$ cat src/rtl/cache_array_if.sv
// Request/response bus for cache_array: requester drives the master side, the cache the slave side.
interface cache_array_if #(
  parameter int unsigned ADDR_W = 8,
  parameter int unsigned DATA_W = 32,
  parameter int unsigned STAT_W = 16
);
  logic [ADDR_W-1:0] in_addr;
  logic [DATA_W-1:0] in_val;
  logic              read;
  logic              write;
  logic              force_write;
  logic              invalidate;
  logic              resp_valid;
  logic              hit;
  logic [DATA_W-1:0] out_val;
  logic [STAT_W-1:0] hit_count;
  logic [STAT_W-1:0] miss_count;

  modport master (
    output in_addr, in_val, read, write, force_write, invalidate,
    input  resp_valid, hit, out_val, hit_count, miss_count
  );

  modport slave (
    input  in_addr, in_val, read, write, force_write, invalidate,
    output resp_valid, hit, out_val, hit_count, miss_count
  );
endinterface

$ cat src/rtl/cache_array.sv
// Fully associative cache with forced allocation and round-robin replacement.
// Hit/miss statistics counters are built only when CACHE_STATS_EN is defined.
module cache_array #(
  parameter int unsigned ADDR_W = 8,
  parameter int unsigned DATA_W = 32,
  parameter int unsigned LINES  = 4,
  parameter int unsigned STAT_W = 16
) (
  input logic            clock,
  input logic            reset_n,
  cache_array_if.slave   bus
);
  localparam int unsigned IdxW = $clog2(LINES);

  logic [LINES-1:0]  valid_q;
  logic [ADDR_W-1:0] tag_q  [LINES];
  logic [DATA_W-1:0] data_q [LINES];
  logic [IdxW-1:0]   vptr_q;
  logic              resp_valid_q;
  logic              hit_q;
  logic [DATA_W-1:0] out_val_q;

  logic            match_any;
  logic [IdxW-1:0] match_idx;
  logic            free_any;
  logic [IdxW-1:0] free_idx;
  logic            req_accept;
  logic            do_read;
  logic            do_write;
  logic            do_alloc;
  logic [IdxW-1:0] alloc_idx;

  always_comb begin
    match_any = 1'b0;
    match_idx = '0;
    for (int i = 0; i < LINES; i++) begin
      if (valid_q[i] && (tag_q[i] == bus.in_addr)) begin
        match_any = 1'b1;
        match_idx = IdxW'(i);
      end
    end
    // Scan downwards so the lowest-indexed invalid line wins.
    free_any = 1'b0;
    free_idx = '0;
    for (int i = LINES - 1; i >= 0; i--) begin
      if (!valid_q[i]) begin
        free_any = 1'b1;
        free_idx = IdxW'(i);
      end
    end
  end

  assign req_accept = !bus.invalidate && (bus.read || bus.write);
  assign do_read    = !bus.invalidate && bus.read;
  assign do_write   = !bus.invalidate && !bus.read && bus.write;
  assign do_alloc   = do_write && !match_any && bus.force_write;
  assign alloc_idx  = free_any ? free_idx : vptr_q;

  always_ff @(posedge clock or negedge reset_n) begin
    if (!reset_n) begin
      valid_q      <= '0;
      vptr_q       <= '0;
      resp_valid_q <= 1'b0;
      hit_q        <= 1'b0;
      out_val_q    <= '0;
    end else if (bus.invalidate) begin
      valid_q      <= '0;
      vptr_q       <= '0;
      resp_valid_q <= 1'b0;
    end else begin
      resp_valid_q <= req_accept;
      if (req_accept) hit_q <= match_any;
      if (do_read && match_any) out_val_q <= data_q[match_idx];
      if (do_alloc) begin
        valid_q[alloc_idx] <= 1'b1;
        if (!free_any) vptr_q <= vptr_q + 1'b1;
      end
    end
  end

  // Tag and data storage carries no reset; valid bits guard it.
  always_ff @(posedge clock) begin
    if (do_write && match_any) data_q[match_idx] <= bus.in_val;
    if (do_alloc) begin
      tag_q[alloc_idx]  <= bus.in_addr;
      data_q[alloc_idx] <= bus.in_val;
    end
  end

  assign bus.resp_valid = resp_valid_q;
  assign bus.hit        = hit_q;
  assign bus.out_val    = out_val_q;

`ifdef CACHE_STATS_EN
  logic [STAT_W-1:0] hit_cnt_q;
  logic [STAT_W-1:0] miss_cnt_q;

  always_ff @(posedge clock or negedge reset_n) begin
    if (!reset_n) begin
      hit_cnt_q  <= '0;
      miss_cnt_q <= '0;
    end else if (req_accept) begin
      if (match_any) begin
        if (hit_cnt_q != '1) hit_cnt_q <= hit_cnt_q + 1'b1;
      end else begin
        if (miss_cnt_q != '1) miss_cnt_q <= miss_cnt_q + 1'b1;
      end
    end
  end

  assign bus.hit_count  = hit_cnt_q;
  assign bus.miss_count = miss_cnt_q;
`else
  assign bus.hit_count  = {STAT_W{1'b0}};
  assign bus.miss_count = {STAT_W{1'b0}};
`endif
endmodule

$ cat src/flat_wrapper.sv
// flat-port wrapper written by rule: the top's interface ports become plain ports
module cache_array_flat 
#(
  parameter int unsigned ADDR_W = 8,
  parameter int unsigned DATA_W = 32,
  parameter int unsigned LINES  = 4,
  parameter int unsigned STAT_W = 16
)
  (clock, reset_n, bus_in_addr, bus_in_val, bus_read, bus_write, bus_force_write, bus_invalidate, bus_resp_valid, bus_hit, bus_out_val, bus_hit_count, bus_miss_count);
  cache_array_if #(.ADDR_W(ADDR_W), .DATA_W(DATA_W), .STAT_W(STAT_W)) bus_i ();
  input logic clock;
  input logic reset_n;
  input wire logic [$bits(bus_i.in_addr)-1:0] bus_in_addr;
  input wire logic [$bits(bus_i.in_val)-1:0] bus_in_val;
  input wire logic [$bits(bus_i.read)-1:0] bus_read;
  input wire logic [$bits(bus_i.write)-1:0] bus_write;
  input wire logic [$bits(bus_i.force_write)-1:0] bus_force_write;
  input wire logic [$bits(bus_i.invalidate)-1:0] bus_invalidate;
  output wire logic [$bits(bus_i.resp_valid)-1:0] bus_resp_valid;
  output wire logic [$bits(bus_i.hit)-1:0] bus_hit;
  output wire logic [$bits(bus_i.out_val)-1:0] bus_out_val;
  output wire logic [$bits(bus_i.hit_count)-1:0] bus_hit_count;
  output wire logic [$bits(bus_i.miss_count)-1:0] bus_miss_count;
  assign bus_i.in_addr = bus_in_addr;
  assign bus_i.in_val = bus_in_val;
  assign bus_i.read = bus_read;
  assign bus_i.write = bus_write;
  assign bus_i.force_write = bus_force_write;
  assign bus_i.invalidate = bus_invalidate;
  assign bus_resp_valid = bus_i.resp_valid;
  assign bus_hit = bus_i.hit;
  assign bus_out_val = bus_i.out_val;
  assign bus_hit_count = bus_i.hit_count;
  assign bus_miss_count = bus_i.miss_count;
  cache_array #(.ADDR_W(ADDR_W), .DATA_W(DATA_W), .LINES(LINES), .STAT_W(STAT_W)) u_core (.clock(clock), .reset_n(reset_n), .bus(bus_i));
endmodule
$ cat config.mk
export PLATFORM = sky130hd
export DESIGN_NAME = cache_array_flat
export DESIGN_NICKNAME = d
export VERILOG_FILES = /design/src/rtl/cache_array_if.sv /design/src/rtl/cache_array.sv /design/src/flat_wrapper.sv
export SDC_FILE = /design/constraint.sdc
export NUM_CORES = 1
export LEC_CHECK = 0
export CAP_MARGIN = 20
export CORE_MARGIN = 5
export CORE_UTILIZATION = 35
export CTS_CLUSTER_DIAMETER = 50
export DETAILED_ROUTE_END_ITERATION = 7
export SLEW_MARGIN = 5
export SYNTH_ARGS = -nofsm -noshare
export SYNTH_HDL_FRONTEND = slang
export SYNTH_SLANG_ARGS = --single-unit
$ cat constraint.sdc
create_clock -name clock -period 9.45 [get_ports clock]
set_input_delay 2.3625 -clock clock [delete_from_list [all_inputs] [get_ports clock]]
set_output_delay 2.3625 -clock clock [all_outputs]
set_load 0.05 [all_outputs]
==> results of run 1 <==
registers in the layout, indices dropped and copies added (netlist names):
register               flops
u_core.bus.out_val        32
u_core.valid_q             4
u_core.tag_q              32
u_core.vptr_q              2
u_core.data_q            128
u_core.bus.resp_valid      1
u_core.bus.hit             1
logic make-up (layout without fill, tap and decap cells):
group | Yosys count | in the layout | synth area share, %
DFF | 200 | 200 | 70.52
and+or+nand+nor | 121 | 121 | 7.675
AOI/OAI and AO/OA | 78 | 78 | 8.100
buffers and inverters | 62 | 123 | 5.167
xor gates and xnor gates | 32 | 32 | 3.495
muxes | 32 | 32 | 5.000
other | 1 | 32 | 0.04555
cell type report:
type | count | area (sq um) | area share, %
Clock buffer | 18 | 429.2 | 4.374
Clock inverter | 14 | 157.7 | 1.607
Inverter | 5 | 18.77 | 0.1913
Multi-Input combinational cell | 295 | 2151 | 21.92
Sequential cell | 200 | 5806 | 59.17
Tap cell | 319 | 399.1 | 4.068
Timing Repair Buffer | 86 | 850.8 | 8.671
cell usage after synthesis, drive strengths merged (2+ instances only):
cell type    n  share of area (%)
buf         50                4.6
and3        17                1.3
nor3b        3               0.27
a21oi       21                1.3
o221ai       8               0.85
xnor2       18                2.0
nand4        5               0.38
o21ai       11               0.67
inv          5               0.23
and4         2               0.21
o2111ai      4               0.43
or3         10               0.76
edfxtp     160                 58
o41ai        6               0.87
and2         2               0.15
nor3         8               0.61
nor2        34                1.6
nand2       24                1.1
mux2        28                4.5
xor2        14                1.5
nor4         4               0.49
mux2i        4               0.49
clkbuf       7               0.32
a221oi      16                2.8
nand3        9               0.55
o22ai        2               0.15
o21a         5               0.46
dfrtp       40                 12
final timing paths:
kind | start | to | slack (ns) | cells past startpoint
min | u_core.bus.out_val[10] | u_core.bus.out_val[10] | 0.48 | 2
max reg2reg | u_core.tag_q[2][7] | u_core.data_q[3][17] | 5.59 | 6
min reg2reg | u_core.bus.out_val[10] | u_core.bus.out_val[10] | 0.48 | 2
max in group asynchronous | reset_n | u_core.bus.out_val[27] | 7.12 | 2
min in group asynchronous | reset_n | u_core.bus.out_val[19] | 1.84 | 1
max | bus_in_addr[7] | u_core.data_q[3][17] | 3.37 | 7
tightest hold or removal path, delay by kind of cell (launching register included):
kind	cells	cell delay, ns
AOI/OAI and AO/OA	1	0.05
and+or+nand+nor	1	0.05
DFF	1	0.35
cells in the final DEF, fill, tap and decap left out, drive strengths merged, types with 6 or more instances in the layout:
master,n
edfxtp,160
clkdlybuf4s50,78
dfrtp,40
nor2,34
conb,32
mux2,28
nand2,24
a21oi,21
xnor2,18
clkbuf,18
and3,17
a221oi,16
xor2,14
inv,13
o21ai,11
or3,10
nand3,9
o221ai,8
nor3,8
buf,8
o41ai,6
through the flow:
stage / hold WS [ns] / setup WS, ns
2_1_floorplan: 0.5034 / 3.936
3_3_place_gp: 0.4731 / 3.055
3_5_place_dp: 0.4743 / 2.825
4_1_cts: 0.4900 / 3.265
5_1_grt: 0.5136 / 2.966
6_report: 0.4816 / 3.374
report_power, final:
group	switching [mW]	total, mW	internal [mW]
Sequential	0.00200	0.959	0.957
Clock	0.339	0.717	0.377
Combinational	0.0643	0.0942	0.0299
Total	0.406	1.77	1.36
routing by layer:
metal  vias up  share of wire [%]
met4         0                1.2
met3        19                4.7
li1       2086                  -
met5         -                  0
met2       116                 50
met1      2196                 44
==> reports/results.ini, run 1 <==
[pwr]
p_leak_nw = 3.490
finalPower_mw = 1.769
power.density_nw_per_um2 = 180.3
ir_worst_vdd_mv = 0.1014

[yosys]
synthFlopType = edfxtp_1
synth-edff-count = 160
yosys_warnings = 0
yosysSeqAreaShare_pct = 70.52
syn_area_sq_um = 8233
ys_seq_elements = 200
synth_area_per_cell_sq_um = 15.65
synth.distinct_cells = 49
synthCells = 526
async_flop_share_pct = 20.00

[sta]
min_period_ns = 6.076
fmax_mhz = 164.6
final_hold_viol_count = 0
slew_violations = 0
slew_headroom_pct = 30.34
tns_ns = 0
finalCritPeriodShare_pct = 64.30
fin_skew_ns = 0.01204
setup_viol = 0
worst_pin_slew_ns = 1.044
rsz0062_at_grt = false

[routing]
dr.first_iter.drc_count = 275
wire_per_inst_microns = 17.59
viasPerCell = 4.714
finalWirelength_microns = 16480
vias = 4417
antenna_left = 0
drc_errors = 0
dr.pass1.iters = 4

[run_status]
outcome = completed

[layout]
final_layout_size_suffix_gt1_share_pct = 15.53
finalCoreUtilization_pct = 42.05
fillers = 2079
n_antenna_cell = 0
final_area_sq_um = 9812
nNetsFinal = 651
area_growth_pct = 19.18
stdcell_count = 937

[critical_path]
path_delay_family = simple AND/OR/NAND/NOR gates
cp-end-kind = flop
cp.required_ns = 9.50
critPathLaunchType = input pin
path_max_fanout = 32
crit_type = input pin to flop
slowest_delay_ns = 0.83
path_buf_inv = 1
crit_path_top_delay_cell = nor2_4
path_cells = clkdlybuf4s50_1 > xor2_1 > nor4_1 > nand4_1 > nand2_1 > o21ai_0 > nor2_4
cp.arrival_ns = 6.12

[job]
drv_cap = 0

[floorplan]
coreArea_sq_um = 23330
start_util_pct = 35.29
dieArea_sq_um = 26690
std_cell_rows = 56
ios = 112
die_y_microns = 163.4
die_w_microns = 163.4

[placement]
numPortBuffers = 79
placed_cell_area_sq_um = 9205
dp_hpwl_microns = 10970
dp_cells = 904
place_congestion = 0.7606

[clock_network]
clockBufferDepth = 2
clkSinkCount = 200
clk_latency_ns = 0.43
tritoncts = built
hold_buffers = 0
post_cts_buffers = 0
cts_inserted_buffers = 17
clkSlewWorstSetupHoldPaths_ns = 0.07
cts_resized = 0
root_buffer = clkbuf_16
h-tree-depth = 4

[global_routing]
grt_pass1_wl_microns = 25960
use_met2_pct = 21.32
met1_usage_pct = 16.55
antenna_found_initial = 0
grt_use_total_pct = 12.70
grt_pass1_vias = 4615
grt_max_degree = 41
grt.overflow.total = 0
grt.busiest_layer = met2
grt_use_met3_pct = 3.179

[hold_path]
holdCritPathClass = flop to flop

Power figures use the tool's default switching activity.
==> run 2: changes to the inputs <==
clock period = 5.95 ns   (was 9.45 ns; I/O delays follow)
==> run 2 against run 1 <==
Cell count up 0.85%. Design area up 0.70%. Largest cell class unchanged. Non-clock buffer count up 8. Count of clock-buffer cells in the layout up 2. Largest power group unchanged. Critical path depth unchanged. Highest routed layer unchanged. Combinational power up 57%. Power up 59%. Via count up 3.1%. Hold slack better by 0.0087 ns.
==> reports/results.ini, run 2 (synthesized netlist as in run 1, its figures left out) <==
[run_status]
outcome = completed

[clock_network]
clkSinkCount = 200
post_cts_buffers = 0
clkSlewWorstSetupHoldPaths_ns = 0.07
cts_inserted_buffers = 17
clk_latency_ns = 0.43
clockBufferDepth = 2
root_buffer = clkbuf_16
h-tree-depth = 4
hold_buffers = 0
tritoncts = built
cts_resized = 0

[critical_path]
path_cells = clkdlybuf4s50_1 > xor2_1 > nor4_1 > and4_1 > buf_4 > o21ai_0 > nor2_4
slowest_delay_ns = 0.89
critPathLaunchType = input pin
r2r_cells = 6
r2r_setup_slack_ns = 2.74
path_max_fanout = 32
cp.required_ns = 5.99
cp-end-kind = flop
crit_type = input pin to flop
crit_start = bus_in_addr[7]
cp.arrival_ns = 4.61
crit_path_top_delay_cell = nor2_4
r2r-start = u_core.tag_q[2][7]
r2r-end = u_core.data_q[0][22]

[sta]
finalCritPeriodShare_pct = 76.72
min_period_ns = 4.565
fmax_mhz = 219.1
slew_violations = 0
worst_pin_slew_ns = 1.044
rsz0062_at_grt = false
slew_headroom_pct = 30.27
final_hold_viol_count = 0
setup_viol = 0
fin_skew_ns = 0.02037
tns_ns = 0

[global_routing]
antenna_found_initial = 0
grt_pass1_wl_microns = 26660
grt.overflow.total = 0
grt_max_degree = 41
grt_use_total_pct = 13.16
grt_pass1_vias = 4798

[layout]
area_growth_pct = 20.02
multi_input_area_sq_um = 2151
final_layout_size_suffix_gt1_share_pct = 16.45
fillers = 2100
nNetsFinal = 659
regArea_sq_um = 5806
final_common_cell = edfxtp_1
largest_reg_flops = 128
n_antenna_cell = 0
layout_common_cells = edfxtp_1, clkdlybuf4s50_1, dfrtp_1
regMostFlops = u_core.data_q
finalCoreUtilization_pct = 42.35

[floorplan]
coreArea_sq_um = 23330
ios = 112
die_w_microns = 163.4
std_cell_rows = 56
start_util_pct = 35.29
dieArea_sq_um = 26690
die_y_microns = 163.4

[hold_path]
hold_path_startpoint = u_core.bus.out_val[20]
whs_path_depth = 2
min_to = u_core.bus.out_val[20]
holdCritPathClass = flop to flop

[pwr]
p_leak_nw = 3.523
p_seq_share_pct = 54.0
p_int_mw = 2.183
p_sw_share_pct = 22.51
p_clk_share_pct = 40.7
power.density_nw_per_um2 = 285.1
finalPower_mw = 2.817
p_switching_mw = 0.6342
ir_worst_vdd_mv = 0.1417
pwr-share-comb_pct = 5.2

[job]
drv_cap = 0

[placement]
dp_hpwl_microns = 10810
numPortBuffers = 79
place_congestion = 0.7825

[routing]
wire_per_inst_microns = 18.17
dr.first_iter.drc_count = 287
dr.pass1.iters = 5
finalWirelength_microns = 17170
drc_errors = 0
antenna_left = 0
viasPerCell = 4.819
vias = 4554

-- run 2: cell types whose count changed in the layout (fill, tap and decap cells not counted) --
cell        previous run  this run
inv_6                  4         2
buf_4                  6        14
clkbuf_8               0         2
inv_8                  4         5
buf_16                 0         1
buf_12                 1         0
clkinv_2               3         0
clkinvlp_4             0         2
clkinv_4               0         1
clkinv_1               0         1
clkinv_8               2         0
-- run 2: per-layer routing --
| layer | vias to the layer above | global-route usage [%] | routed length, microns | share of wire [%] |
|---|---|---|---|---|
| met5 | - | 0 | 0 | 0 |
| li1 | 2105 | - | - | - |
| met1 | 2295 | 16.74 | 7360 | 43 |
| met3 | 17 | 2.750 | 906 | 5.3 |
| met2 | 137 | 22.32 | 8643 | 50 |
| met4 | 0 | 4.727 | 257 | 1.5 |
-- run 2: cell type report --
cell class / instances / area share, %
Timing Repair Buffer: 94 / 9.295
Clock inverter: 12 / 1.330
Multi-Input combinational cell: 295 / 21.77
Inverter: 5 / 0.1899
Sequential cell: 200 / 58.76
Tap cell: 319 / 4.040
Clock buffer: 20 / 4.622
-- run 2: stage by stage --
stage	hold WS (ns)	instance area, sq um	worst slack [ns]	cells
2_1_floorplan	0.5034	8349	1.311	557
3_3_place_gp	0.4770	9265	0.9828	912
3_5_place_dp	0.4783	9265	0.8661	912
4_1_cts	0.4950	9853	1.297	944
5_1_grt	0.5254	9881	1.184	945
6_report	0.4903	9881	1.385	945
-- run 2: power groups by stage --
| stage | combinational [mW] | clock (mW) | sequential [mW] |
|---|---|---|---|
| after CTS | 0.149 | 1.17 | 1.52 |
| final | 0.148 | 1.15 | 1.52 |
| after global routing | 0.158 | 1.23 | 1.52 |
| after detailed placement | 0.148 | 0 | 1.55 |
| after global placement | 0.145 | 0 | 1.55 |
| after floorplan | 0.0875 | 0 | 1.56 |
-- run 2: how the worst max path moves through the flow --
| stage | endpoint | slack, ns | cells after the start |
|---|---|---|---|
| floorplan | u_core.data_q[0][0] | 1.31 | 9 |
| global placement | u_core.data_q[2][2] | 0.98 | 7 |
| detailed placement | u_core.data_q[2][26] | 0.87 | 8 |
| CTS | u_core.data_q[2][10] | 1.30 | 8 |
| global route | u_core.data_q[0][23] | 1.18 | 7 |
| finish | u_core.data_q[0][22] | 1.39 | 7 |
-- run 2: worst max-delay path: cells and delay by family --
family          cells  cell delay [ns]
compound gates      1             0.29
xor+xnor            1             0.24
buf+inv             2             0.90
simple gates        3             1.66
